==> src/rtl/carregador_programa.sv <==
// Program loader: copies a program image from the HD into instruction memory,
// holds the core in reset while loading, then serves instructions by PC.
module carregador_programa #(
    parameter int unsigned ADDR_W    = 6,
    parameter int unsigned HD_ADDR_W = 10,
    parameter logic [31:0] NOP_WORD  = 32'h00000013
) (
    input  logic                 clk,
    input  logic                 reset,
    input  logic                 start,
    input  logic [3:0]           prog_id,
    input  logic [ADDR_W:0]      prog_len,
    output logic                 hd_rd,
    output logic [HD_ADDR_W-1:0] hd_addr,
    input  logic [31:0]          hd_data,
    input  logic [31:0]          atualPC,
    output logic [31:0]          inst,
    input  logic                 HALT,
    output logic                 cpu_reset,
    output logic                 busy,
    output logic [ADDR_W:0]      loaded_words
);

    localparam int unsigned     DEPTH   = 1 << ADDR_W;
    localparam logic [ADDR_W:0] MAX_LEN = (ADDR_W + 1)'(DEPTH);
    localparam logic [ADDR_W:0] ONE     = (ADDR_W + 1)'(1);

    typedef enum logic [1:0] {StIdle, StLoad, StRun, StHalted} state_t;

    state_t                 r_state;
    logic [31:0]            r_mem [DEPTH];
    logic [ADDR_W:0]        r_n;
    logic [HD_ADDR_W-1:0]   r_base;
    logic [ADDR_W:0]        r_rd_cnt;
    logic [ADDR_W:0]        r_wr_cnt;
    logic                   r_wr_pend;
    logic                   r_hd_rd;
    logic [HD_ADDR_W-1:0]   r_hd_addr;
    logic                   r_cpu_reset;
    logic                   r_busy;
    logic [ADDR_W:0]        r_loaded_words;

    logic [HD_ADDR_W+3:0]   w_base_full;
    logic [HD_ADDR_W-1:0]   w_base;
    logic [ADDR_W:0]        w_n;
    logic                   w_accept;
    logic                   w_mem_we;
    logic [ADDR_W:0]        w_wr_cnt_nxt;
    logic                   w_unused_pc;

    assign w_base_full  = {{HD_ADDR_W{1'b0}}, prog_id} << ADDR_W;
    assign w_base       = w_base_full[HD_ADDR_W-1:0];
    assign w_n          = (prog_len > MAX_LEN) ? MAX_LEN : prog_len;
    assign w_accept     = start && (r_state != StLoad);
    assign w_wr_cnt_nxt = r_wr_cnt + ONE;
    // hd_data answers the read issued one cycle earlier
    assign w_mem_we     = (r_state == StLoad) && r_wr_pend && !reset;
    assign w_unused_pc  = ^atualPC[31:ADDR_W];

    always_ff @(posedge clk) begin
        if (reset) begin
            r_state        <= StIdle;
            r_n            <= '0;
            r_base         <= '0;
            r_rd_cnt       <= '0;
            r_wr_cnt       <= '0;
            r_wr_pend      <= 1'b0;
            r_hd_rd        <= 1'b0;
            r_hd_addr      <= '0;
            r_cpu_reset    <= 1'b1;
            r_busy         <= 1'b0;
            r_loaded_words <= '0;
        end else if (w_accept) begin
            r_n            <= w_n;
            r_base         <= w_base;
            r_wr_cnt       <= '0;
            r_wr_pend      <= 1'b0;
            r_loaded_words <= '0;
            if (w_n == '0) begin
                r_state     <= StRun;
                r_rd_cnt    <= '0;
                r_hd_rd     <= 1'b0;
                r_cpu_reset <= 1'b0;
                r_busy      <= 1'b0;
            end else begin
                // first read goes out in LOAD cycle 0, so it is issued here
                r_state     <= StLoad;
                r_rd_cnt    <= ONE;
                r_hd_rd     <= 1'b1;
                r_hd_addr   <= w_base;
                r_cpu_reset <= 1'b1;
                r_busy      <= 1'b1;
            end
        end else begin
            case (r_state)
                StIdle: begin
                    r_cpu_reset <= 1'b1;
                end
                StLoad: begin
                    if (r_rd_cnt < r_n) begin
                        r_hd_rd   <= 1'b1;
                        r_hd_addr <= r_base + HD_ADDR_W'(r_rd_cnt[ADDR_W-1:0]);
                        r_rd_cnt  <= r_rd_cnt + ONE;
                    end else begin
                        r_hd_rd <= 1'b0;
                    end
                    r_wr_pend <= r_hd_rd;
                    if (r_wr_pend) begin
                        r_wr_cnt       <= w_wr_cnt_nxt;
                        r_loaded_words <= r_loaded_words + ONE;
                        if (w_wr_cnt_nxt == r_n) begin
                            r_state     <= StRun;
                            r_cpu_reset <= 1'b0;
                            r_busy      <= 1'b0;
                            r_hd_rd     <= 1'b0;
                        end
                    end
                end
                StRun: begin
                    if (HALT) begin
                        r_state <= StHalted;
                    end
                end
                default: begin
                    r_state <= StHalted;
                end
            endcase
        end
    end

    // No reset: contents survive reset and are only replaced by a load
    always_ff @(posedge clk) begin
        if (w_mem_we) begin
            r_mem[r_wr_cnt[ADDR_W-1:0]] <= hd_data;
        end
    end

    assign inst         = (r_state == StRun) ? r_mem[atualPC[ADDR_W-1:0]] : NOP_WORD;
    assign hd_rd        = r_hd_rd;
    assign hd_addr      = r_hd_addr;
    assign cpu_reset    = r_cpu_reset;
    assign busy         = r_busy;
    assign loaded_words = r_loaded_words;

endmodule
==> config.mk <==
export PLATFORM = sky130hd
export DESIGN_NAME = carregador_programa
export DESIGN_NICKNAME = d
export VERILOG_FILES = /design/src/rtl/carregador_programa.sv
export SDC_FILE = /design/constraint.sdc
export NUM_CORES = 2
export LEC_CHECK = 0
export BUFFER_PORTS_ARGS = -buffer_cell sky130_fd_sc_hd__buf_2
export CAP_MARGIN = 20
export CORE_ASPECT_RATIO = 1.5
export CORE_UTILIZATION = 30
export DETAILED_ROUTE_END_ITERATION = 10
export PLACE_DENSITY = 0.43
export SYNTH_ARGS = -nofsm -noshare
export SYNTH_HDL_FRONTEND = slang
export SYNTH_SLANG_ARGS = --single-unit
==> constraint.sdc <==
create_clock -name clk -period 8.4 [get_ports clk]
set_input_delay 1.68 -clock clk [delete_from_list [all_inputs] [get_ports clk]]
set_output_delay 1.68 -clock clk [all_outputs]
set_load 0.01 [all_outputs]
==> load_flow_metrics.sql <==
INSERT INTO impl_metrics (metric_group, metric, value, unit) VALUES
('place', 'post_dp_cell_area', '86400', 'sq um'),
('power', 'netSwitchingPower', '4630', 'uW'),
('power', 'power.switching_fraction', '21.7', '%'),
('floorplanning', 'core_area', '266000', 'sq um'),
('detailed_routing', 'drt_pass1_iterations', '5', ''),
('detailed_routing', 'vias_per_cell', '5.18', ''),
('synthesis', 'synthMostInstantiatedCell', 'sky130_fd_sc_hd__edfxtp_1', ''),
('timing', 'grt_setup_unrepaired', 'false', ''),
('floorplanning', 'initial_core_util', '30.2', '%'),
('floorplanning', 'ioPinCount', '131', ''),
('timing', 'final.setup.tns', '0', 'ps'),
('timing', 'finalCritPeriodShare', '79.9', '%'),
('finish', 'fraction_of_layout_cells_with_a_size_suffix_above_1', '28.9', '%'),
('timing', 'max_freq', '149', 'MHz'),
('clocking', 'clk_transition_reported_paths', '60', 'ps'),
('global_route', 'globalRouteMet3Util', '2.51', '%'),
('setup_path', 'end_kind', 'output pin', ''),
('run_status', 'outcome', 'complete, no violations', ''),
('global_route', 'grt_antenna_before_repair', '26', ''),
('finish', 'num-nets-final', '3998', ''),
('floorplanning', 'floorplan_die_width', '425', 'um'),
('timing', 'tightest_slew', '1180', 'ps'),
('place', 'placedCellCount', '7192', ''),
('synthesis', 'synth_cells', '3616', ''),
('global_route', 'grt_start_max_net_pins', '73', ''),
('place', 'post_dp_hpwl', '152', 'mm'),
('setup_path', 'crit_fanout', '59', ''),
('power', 'pwr-share-clk', '41.3', '%'),
('timing', 'final.setup.worst_slack', '1690', 'ps'),
('synthesis', 'postSynthNetCount', '3704', ''),
('power', 'p_int', '16700', 'uW'),
('global_route', 'grt-ovfl-total', '0', ''),
('setup_path', 'critical_path.cell_chain', 'buf_8 -> nor2b_4 -> buf_4 -> a22oi_1 -> a21oi_1 -> nor2_1 -> o22ai_1 -> buf_2', ''),
('setup_path', 'critical_path.slowest_cell', 'sky130_fd_sc_hd__nor2b_4', ''),
('setup_path', 'crit_family', 'buffers and inverters', ''),
('power', 'leakagePower', '0.0285', 'uW'),
('timing', 'layout_min_cycle_time', '6710', 'ps'),
('power', 'power.sequential.fraction', '53.9', '%'),
('setup_path', 'critical_path_required', '6720', 'ps'),
('synthesis', 'synth_edf_count', '2048', ''),
('finish', 'layoutNonFillerInstCount', '7578', ''),
('timing', 'report.final.hold_viol_count', '0', ''),
('synthesis', 'netlist.top_cell.by_area', 'sky130_fd_sc_hd__edfxtp_1', ''),
('timing', 'final-max-slew-violation-count', '0', ''),
('detailed_routing', 'routed-via-count', '39253', ''),
('setup_path', 'cp_data_arrival_time', '5030', 'ps'),
('place', 'gp_congestion', '0.751', ''),
('global_route', 'global_route.usage.total', '19.3', '%'),
('global_route', 'grt_pass1_wl', '358', 'mm'),
('global_route', 'grt.met2_usage', '35.2', '%'),
('setup_path', 'cp_slowest_stage_delay', '880', 'ps'),
('power', 'ir_worst_vdd', '0.160', 'mV'),
('detailed_routing', 'detail_route.iter0.violations', '3797', ''),
('synthesis', 'synthesis.yosys.warnings', '0', ''),
('synthesis', 'synth_top_area_share', '76.4', '%'),
('flow_run', 'max_cap_violations', '0', ''),
('global_route', 'globalRoute.busiestLayer', 'met2', ''),
('synthesis', 'post_synth_num_cell_types', '57', ''),
('detailed_routing', 'routed_wl', '263', 'mm'),
('global_route', 'grt_util_met1', '23.8', '%'),
('clocking', 'cts.htree.levels', '4', ''),
('clocking', 'tritoncts', 'yes', ''),
('setup_path', 'worst-path-buf-inv', '3', ''),
('finish', 'fin_area', '93000', 'sq um'),
('finish', 'area_growth_syn_to_layout', '15.5', '%'),
('clocking', 'max-clock-path-buffers', '4', ''),
('synthesis', 'syn-cell-area', '80500', 'sq um'),
('timing', 'finalSetupViolations', '0', ''),
('setup_path', 'critPathKind', 'in2out', ''),
('setup_path', 'worst_setup_path_start_kind', 'primary input', ''),
('floorplanning', 'placement_rows', '232', '');
worst paths after layout:
| kind | from | to | cells after the start |
|---|---|---|---|
| worst min register to register | r_base[6] | r_base[6] | 2 |
| worst max register to register | r_state[0] | r_mem[54][30] | 6 |
| worst min-delay path | r_base[6] | r_base[6] | 2 |
| worst max-delay path | atualPC[2] | inst[12] | 8 |
layout make-up:
type / count / area [sq um]
inverters: 9 / 33.8
flip-flops and latches: 2096 / 62500
clock buffers: 257 / 5370
well taps: 3510 / 4390
fillers: 24775 / 173000
clock inverters: 104 / 762
multi-input cells: 1312 / 17400
diodes: 4 / 10.0
repair buffers: 286 / 2540
routing by layer:
layer	wire [um]	part of all wire [%]	up-vias
li1	-	-	15907
met5	48	0.018	-
met3	12100	4.6	334
met2	141000	53	1127
met1	103000	39	21877
met4	7370	2.8	8
power groups by stage:
stage	combinational [uW]	sequential, uW	clock (uW)
after global routing	1080	11500	9330
after detailed placement	1020	11700	0
after floorplan	547	11700	0
final	1020	11500	8800
after CTS	1020	11500	9010
after global placement	1010	11700	0
registers in the layout (all words and copies together) (netlist names), 2 cells and up:
name	count
r_n	7
r_base	4
r_state	2
r_mem	2048
r_wr_cnt	7
r_rd_cnt	7
loaded_words	7
hd_addr	10
kinds of logic (layout without fill, tap and decap cells):
kind of cell	count (synthesis)	after routing	synth area share (%)
buf+inv	208	656	1.44
compound gates	311	311	2.61
simple gates	349	349	2.01
xor+xnor	18	18	0.196
mux	625	625	16.1
fa+ha+maj	9	9	0.140
other cells	0	4	0
flops	2096	2096	77.6
worst min-delay path, stage by stage, from the launching register on:
cell,delay (ps)
sky130_fd_sc_hd__dfxtp_1,300
sky130_fd_sc_hd__nand2_1,50
sky130_fd_sc_hd__a21oi_1,60
per-stage QoR:
stage	hold WS, ps	util [%]
floorplan	435	-
finish	459	34.9
detailed placement	455	32.4
global placement	446	32.4
CTS	465	34.7
global route	483	34.9
cells in the final DEF, fill, tap and decap left out, types with 6 or more instances in the layout:
master                      netlist  final
sky130_fd_sc_hd__xnor2_1         11     11
sky130_fd_sc_hd__nor2_1         111     45
sky130_fd_sc_hd__buf_12           0     44
sky130_fd_sc_hd__a21oi_1         80     80
sky130_fd_sc_hd__clkbuf_16        0    207
sky130_fd_sc_hd__o21ai_1         13     13
sky130_fd_sc_hd__bufinv_16        0     10
sky130_fd_sc_hd__a22o_1          10     10
sky130_fd_sc_hd__edfxtp_1      2048   2048
sky130_fd_sc_hd__nand2_1         92     92
sky130_fd_sc_hd__xor2_1           7      7
sky130_fd_sc_hd__inv_1            9      8
sky130_fd_sc_hd__a31oi_1         10     10
sky130_fd_sc_hd__o21ai_0         16     16
sky130_fd_sc_hd__buf_4           29    136
sky130_fd_sc_hd__mux4_2         531    531
sky130_fd_sc_hd__a221o_1          8      8
sky130_fd_sc_hd__buf_2           57     99
sky130_fd_sc_hd__a22oi_1         84     84
sky130_fd_sc_hd__a211oi_1        39     39
sky130_fd_sc_hd__mux2i_1         70     70
sky130_fd_sc_hd__dfxtp_1         48     48
sky130_fd_sc_hd__nor3_1          15     15
sky130_fd_sc_hd__a221oi_1         9      9
sky130_fd_sc_hd__ha_1             9      9
sky130_fd_sc_hd__nand2b_1         6      6
sky130_fd_sc_hd__nand3_1         48     48
sky130_fd_sc_hd__nor2_4           0     64
sky130_fd_sc_hd__nor2b_1         37     35
sky130_fd_sc_hd__clkbuf_1        67     50
sky130_fd_sc_hd__mux2_2          24     24
sky130_fd_sc_hd__clkinv_1         0     54
sky130_fd_sc_hd__clkinv_2         0     29
sky130_fd_sc_hd__o22ai_1         15     15
No activity file was read; power rests on OpenSTA's default activity.
